[src/rtl/updn_counter.sv]
`default_nettype none
// ============================================================================
//  Module      : updn_counter
//  Description : Loadable up/down counter with terminal count and a
//                registered carry/borrow pulse. Define UPDN_COUNTER_SAT_EN
//                to saturate at the limits instead of wrapping.
//  Revision    : 1.0 - initial release
// ============================================================================
module updn_counter #(
    parameter int WIDTH = 4
) (
    input  logic             clk,
    input  logic             rstb,
    input  logic             en,
    input  logic             up,
    input  logic             ld,
    input  logic [WIDTH-1:0] d,
    output logic [WIDTH-1:0] q,
    output logic [WIDTH-1:0] qb,
    output logic             tc,
    output logic             co
);

    localparam logic [WIDTH-1:0] c_ONES = '1;
    localparam logic [WIDTH-1:0] c_ZERO = '0;
    localparam logic [WIDTH-1:0] c_ONE  = {{(WIDTH-1){1'b0}}, 1'b1};

    logic [WIDTH-1:0] r_q;
    logic             r_co;
    logic             w_tc;
    logic [WIDTH-1:0] w_step;
    logic [WIDTH-1:0] w_next;

    // Terminal count looks at the live direction so a same-edge direction
    // change affects both the step and the carry decision.
    assign w_tc   = up ? (r_q == c_ONES) : (r_q == c_ZERO);
    assign w_step = up ? (r_q + c_ONE) : (r_q - c_ONE);

`ifdef UPDN_COUNTER_SAT_EN
    assign w_next = w_tc ? r_q : w_step;
`else
    assign w_next = w_step;
`endif

    always_ff @(posedge clk or negedge rstb) begin
        if (!rstb) begin
            r_q  <= c_ZERO;
            r_co <= 1'b0;
        end else if (ld) begin
            r_q  <= d;
            r_co <= 1'b0;
        end else if (en) begin
            r_q  <= w_next;
            r_co <= w_tc;
        end else begin
            r_co <= 1'b0;
        end
    end

    assign q  = r_q;
    assign qb = ~r_q;
    assign tc = w_tc;
    assign co = r_co;

endmodule
`default_nettype wire
[config.mk]
export PLATFORM = sky130hd
export DESIGN_NAME = updn_counter
export DESIGN_NICKNAME = d
export VERILOG_FILES = /design/src/rtl/updn_counter.sv
export SDC_FILE = /design/constraint.sdc
export NUM_CORES = 1
export LEC_CHECK = 0
export BUFFER_PORTS_ARGS = -buffer_cell sky130_fd_sc_hd__buf_4
export CORE_AREA = 2 2 39 41
export DETAILED_ROUTE_END_ITERATION = 10
export DIE_AREA = 0 0 41 43
export GPL_ROUTABILITY_DRIVEN = 0
export GPL_TIMING_DRIVEN = 0
export PLACE_DENSITY = 0.58
export SYNTH_ARGS = -nofsm -noshare
export SYNTH_HDL_FRONTEND = slang
export SYNTH_SLANG_ARGS = --single-unit
export TNS_END_PERCENT = 100
[constraint.sdc]
create_clock -name clk -period 4.28 [get_ports clk]
set_clock_uncertainty 0.05 [all_clocks]
set_input_delay 0.428 -clock clk [delete_from_list [all_inputs] [get_ports clk]]
set_output_delay 0.428 -clock clk [all_outputs]
set_load 0.02 [all_outputs]
* Word level (Yosys, flattened, before mapping)
Cells that the tools add are included. W data, S select, Z words.
Operators by class: bitwise operators 1, reduce and logical (&&, ||, !) cells 2, add/sub/neg operators 2, eq/ne operators 1, multiplexer cells 6
Operators by type and width (count):
- $mux W4 | 3
- $add A4 B1 Y4 const B | 1
- $eq A4 B4 Y1 const B | 1
- $logic_not A4 Y1 | 1
- $not A4 Y4 | 1
- $sub A4 B1 Y4 const B | 1
- $mux W1 | 3
- $reduce_bool A2 Y1 | 1
Word-level totals: output and inout port bits 10, bits in registers 5, logic and storage cells 14, input port bits 9

* Logic depth before layout (Yosys ltp)
Gate-level depths: netlist (run 1).
depth in word-level cells 4, mapped depth 5, gate-level depth less buffers 5

* Worst setup path before layout (run 1)
Ideal clock, no wire load.
path type reg-to-output, start point register r_q[0], in the netlist q[0], end point output port tc, arrival time 1017 ps, cell stages (with the launch flop) 4, slack 2785 ps, buffers on the path 0, data required time 3802 ps, cells stage by stage dfrtp_1 > and3_1 > nand3_1 > nand2_1
Between the ends: cells in the longest elaborated chain, start to end 2, elaborated cells between the ends (all ways) 3, classes of those cells eq/ne (1); mux (1); reduce/logical (1)
Ends and longest elaborated chain:
- start: declaration | line 28 | logic [WIDTH-1:0] r_q;
- start signal: assignment | line 47 | r_q <= c_ZERO;
- start signal: assignment | line 53 | r_q <= w_next;
- $eq A4 B4 Y1 or $logic_not A4 Y1 (tied branches) | line 36 | assign w_tc = up ? (r_q == c_ONES) : (r_q == c_ZERO);
- $mux W1 (*) | line 36
- end: declaration | line 20 | output logic tc,
Mark *: on every way between the ends. The rest lies on a longest branch, timed or not.

* Worst setup path after layout (run 1)
Ends and elaborated chain as after synthesis.

==> results.cfg, run 1 <==
[timing]
fin_crit_sh = 0.405
setup_viol = 0
fin_tns_setup_ns = 0
fin_crit_ns = 1.73
fmax_mhz = 578
hold_viol = 0
maxSlewViolCount = 0
tightest_slew_ns = 0.359
slew_headroom = 0.761
rsz0062_at_grt = false

[drt]
routed_wirelength_um = 930
wl_met2_um = 516
dr_wl_met3_um = 53
firstDrtPassIters = 4
first_iter_violations = 3
wl_met1_um = 360
drc_errors = 0
viasPerCell = 5.05
top_layer = met3
wl_per_cell_um = 11.3
drtAntennaViolNets = 0
vias = 414

[synth]
async_flop_share = 1.00
synth_area_leader_cell = dfrtp_1
synthFlopType = dfrtp_1
synthesis.nets = 56
synthCells = 44
synth_seq_cells = 5
seq_area_frac_synth = 0.321
synth_top_family_by_area = simple AND/OR/NAND/NOR gates
synth_fa_ha_area_frac = 0.115
postSynthAreaPerCell_sq_um = 8.87
synth_top_area_share = 0.321
synthMuxAreaShare = 0.0513
synth_compound_area_frac = 0.144
synth_area_sq_um = 390
synth_cell_types = 23
yosys_warnings = 0
synth-edff-count = 0
yosys-top-cells-count = dfrtp_1 (5), inv_1 (5), nand2_1 (4), nand3_1 (4)
synth_simple_gate_area_share = 0.247
synth_area_leaders = dfrtp_1 (32%), ha_1 (6.4%), fa_1 (5.1%)
synth_xor_area_frac = 0.0449

[clocking]
cts_setup_buffers = 0
clockBufferDepth = 2
cts_buffers = 3
cts_root_buf = clkbuf_4
cts_tree = yes
clkSinkCount = 5
htree_levels = 1
worstSkewPairLatency_ns = 0.24
clk_pin_slew_worst_paths_ns = 0.04

[grt]
antenna_found_initial = 0
grt_pass1_vias = 362
grt_pass1_wl_um = 1330
grt_max_degree = 11
grt_remaining_overflow = 0
grtUsageTotal = 0.109

[power]
finalPower_mw = 0.206
power.density_mw_per_mm2 = 359
peakVddDrop_mv = 0.112
leakage_nw = 0.295

[die]
core_sq_mm = 0.00138
die_height_um = 43
initial_utilization = 0.282
boundaryPins = 19
fp.dieW_um = 41
die-area_sq_mm = 0.00176
fp-row-count = 14

[critical_path]
worstSetupPathType = register to primary output
crit_path_end_kind = primary output
startpoint_type = register
worstPathArrival_ns = 1.25
crit_fanout = 8
worstPathRequired_ns = 3.80

[final_layout]
antenna-diode-count = 0
syn_to_final_growth_pct = 47.1
drive_gt1_frac = 0.318
nNetsFinal = 79

[flow_run]
max-cap-violations = 0

[placed_design]
port_buffers = 17
place_hpwl_um = 742

[min_path]
hold_path_class = primary input to register

[outcome]
status = complete, no violations
layer usage:
metal  global-route usage  vias up
met3               0.0157        0
met1                0.106      202
met5                    0        -
met2                0.200       11
li1                     -      201
met4               0.0600        0
area by class of cell:
type	count	area (sq um)
Tap cell	16	20.0
Sequential cell	5	125
Clock buffer	4	26.3
Multi-Input combinational cell	32	235
Inverter	5	18.8
Fill cell	145	810
Timing Repair Buffer	18	138
Buffer	2	11.3
metrics by stage:
step	util	instances	cell area, sq um	hold slack (ns)	worst slack, ns
floorplan	-	44	390	0.0824	2.78
global placement	0.389	77	538	0.181	2.64
detailed placement	0.389	77	538	0.182	2.63
CTS	0.415	82	574	0.348	2.53
global route	0.415	82	574	0.362	2.46
finish	0.415	82	574	0.356	2.55
logic make-up after synthesis:
family,Yosys count
DFF,5
adders and majority gates,3
muxes,2
AOI/OAI and AO/OA,9
and+or+nand+nor,16
buffers and inverters,7
xor gates and xnor gates,2
critical path, stage by stage (launching register included):
cell and delay, ns:
dfrtp_1 0.50, and3_1 0.20, nand3_1 0.10, nand2_1 0.08, buf_4 0.13
sequential cells by signal, indices dropped and copies added (netlist names):
signal,flops
co,1
q,4
power by group:
part	internal (mW)	switching, mW	leakage, nW
Combinational	0.0410	0.0439	0.218
Sequential	0.0537	0.0128	0.0619
Clock	0.0353	0.0196	0.0150
layout by cell type, fill, tap and decap left out, drive strengths merged:
cell type    instances
xor2                 1
clkbuf               5
dlygate4sd3          1
fa                   1
or2b                 1
buf                 18
nor4bb               1
ha                   2
nor3b                2
a21o                 1
nor3                 1
nand3b               1
o2bb2ai              1
dfrtp                5
a221o                1
inv                  5
a21oi                3
xnor2                1
and3                 1
o21ai                3
nand3                4
nand2                4
or4b                 1
mux2i                2
worst paths after layout:
kind | from | end | slack [ns] | cells after the start
max | q[0]$_DFFE_PN0P_ | tc | 2.55 | 4
min | d[2] | q[2]$_DFFE_PN0P_ | 0.36 | 3
max reg2reg | q[1]$_DFFE_PN0P_ | q[3]$_DFFE_PN0P_ | 2.83 | 4
min reg2reg | q[3]$_DFFE_PN0P_ | co$_DFF_PN0_ | 0.63 | 2
max in group asynchronous | rstb | q[2]$_DFFE_PN0P_ | 3.60 | 2
min in group asynchronous | rstb | co$_DFF_PN0_ | 0.47 | 2
what timing repair did:
item,in CTS,in global routing
resized for setup,0,0
setup endpoints to repair,0,0
hold buffers,1,0
hold endpoints to repair,5,0
Power figures use the tool's default switching activity.
==> run 2: changes to the inputs <==
- ABC_AREA: unset -> 1
- PLACE_DENSITY: 0.58 -> 0.57
- clock period: 4.28 -> 1.5 ns (I/O delays scaled with it)
==> results.cfg, run 2 <==
[timing]
maxSlewViolCount = 0
fmax_mhz = 727
fin_tns_setup_ns = 0
setup_viol = 0
tightest_slew_ns = 0.279
slew_headroom = 0.814
fin_crit_sh = 0.916
fin_crit_ns = 1.37
rsz0062_at_grt = false
hold_viol = 0

[clocking]
clk_pin_slew_worst_paths_ns = 0.05
worstSkewPairLatency_ns = 0.25
clkSinkCount = 5
cts_buffers = 3
hold_buffers = 1
cts_setup_buffers = 0
cts_root_buf = clkbuf_4
clockBufferDepth = 2
cts-resized-gates = 0
htree_levels = 1
cts_tree = yes

[critical_path]
ff2ff_path_depth = 6
worstSetupPathType = register to primary output
startpoint_type = register
worstPathRequired_ns = 1.30
timing.rr.end = q[3]$_DFFE_PN0P_
crit_path_end_kind = primary output
r2r_setup_slack_ns = 0.14
worstSetupStartpoint = q[0]$_DFFE_PN0P_
crit_fanout = 7
crit-reg2reg-launch = q[2]$_DFFE_PN0P_
worstPathArrival_ns = 1.17

[flow_run]
max-cap-violations = 0

[final_layout]
antenna-diode-count = 0
final_cell_mix = buf_4 (18), nand2_1 (12), inv_1 (8), dfrtp_1 (5), nand3_1 (4)
drive_gt1_frac = 0.353
nNetsFinal = 81
syn_to_final_growth_pct = 54.8
layout_commonest_cell = buf_4
largest_register_ffs = 4

[power]
finalPower_mw = 0.546
leakage_nw = 0.304
peakVddDrop_mv = 0.362
power.density_mw_per_mm2 = 1000

[drt]
routed_wirelength_um = 832
wl_per_cell_um = 9.90
viasPerCell = 4.37
first_iter_violations = 3
drtAntennaViolNets = 0
firstDrtPassIters = 2
vias = 367
drc_errors = 0

[outcome]
status = complete, no violations

[grt]
grt_pass1_wl_um = 1370
grt_pass1_vias = 341
grtUsageTotal = 0.114
grt_remaining_overflow = 0
grt_max_degree = 8
antenna_found_initial = 0

[min_path]
hold_end = q[1]$_DFFE_PN0P_
hold_path_class = primary input to register
hold_path_startpoint = d[1]
holdPathStages = 3

[die]
fp.dieW_um = 41
boundaryPins = 19
die_height_um = 43
die-area_sq_mm = 0.00176
core_sq_mm = 0.00138
fp-row-count = 14
initial_utilization = 0.254

[synth]
synth_area_leaders = dfrtp_1 (36%), nand2_1 (13%), inv_1 (8.5%)
synth_seq_cells = 5
synthesis.nets = 57
synth_top_area_share = 0.356
synth_area_sq_um = 352
yosys_warnings = 0
postSynthAreaPerCell_sq_um = 7.81
synth_area_leader_cell = dfrtp_1
synth_cell_types = 14
synthCells = 45
synthFlopType = dfrtp_1
synth-edff-count = 0
yosysMostFrequentCell = nand2_1
async_flop_share = 1.00
seq_area_frac_synth = 0.356
yosys-top-cells-count = nand2_1 (12), inv_1 (8), dfrtp_1 (5)

[placed_design]
place_hpwl_um = 672
port_buffers = 18
## run 2: changes by cell type in the layout (fill, tap and decap cells not counted), sizes merged, moves of 2 or more
cell,change
a21oi,-3
a22oi,+3
clkbuf,-2
inv,+3
mux2i,-2
nand2,+8
nor2,+3
nor3b,-2
## run 2: cell families (layout without fill, tap and decap cells)
| group | after synthesis | in the layout | share of synthesized area |
|---|---|---|---|
| flip-flops | 5 | 5 | 0.356 |
| buffers and inverters | 8 | 31 | 0.0854 |
| XOR/XNOR | 1 | 1 | 0.0249 |
| adder cells (fa/ha/maj) | 3 | 3 | 0.128 |
| AND/OR/NAND/NOR | 22 | 22 | 0.288 |
| AO/OA/AOI/OAI | 6 | 6 | 0.117 |
## run 2: how the worst max path moves through the flow
| stage | endpoint | slack [ns] |
|---|---|---|
| finish | tc | 0.13 |
| global route | tc | 0.04 |
| CTS | tc | 0.10 |
| detailed placement | q[3]$_DFFE_PN0P_ | 0.13 |
| global placement | q[3]$_DFFE_PN0P_ | 0.14 |
| floorplan | q[3]$_DFFE_PN0P_ | 0.13 |
## run 2: where the power goes
part	leakage [nW]	internal, mW	switching [mW]
logic	0.224	0.0960	0.114
registers	0.0622	0.151	0.0274
clock network	0.0177	0.0967	0.0606
## run 2: final cells by class
type,instances,area [sq um]
Clock inverter,1,5.00
Multi-Input combinational cell,32,196
Clock buffer,3,22.5
Sequential cell,5,125
Inverter,8,30.0
Tap cell,16,20.0
Timing Repair Buffer,19,145
Fill cell,153,840
## run 2: through the flow
step           setup slack [ns]  hold WS (ns)  area (sq um)  std cells   util
6_report                  0.125        0.0731           544         84  0.393
5_1_grt                  0.0387        0.0697           544         84  0.393
4_1_cts                   0.104        0.0647           544         84  0.393
3_5_place_dp              0.130       -0.0989           507         79  0.366
3_3_place_gp              0.140       -0.0977           507         79  0.366
2_1_floorplan             0.128        -0.196           352         45      -
## run 2: metal layers
layer / GRT usage / up-vias / routed length [um]
met5: 0 / - / 0
met4: 0.0200 / 0 / 0
met3: 0.0471 / 0 / 58
met2: 0.159 / 11 / 381
met1: 0.164 / 166 / 392
li1: - / 190 / -
## run 2: critical path: stages (launching register included)
cell and delay (ns):
dfrtp_1 0.47, inv_1 0.12, nand4_2 0.10, o21ai_2 0.07, buf_4 0.15
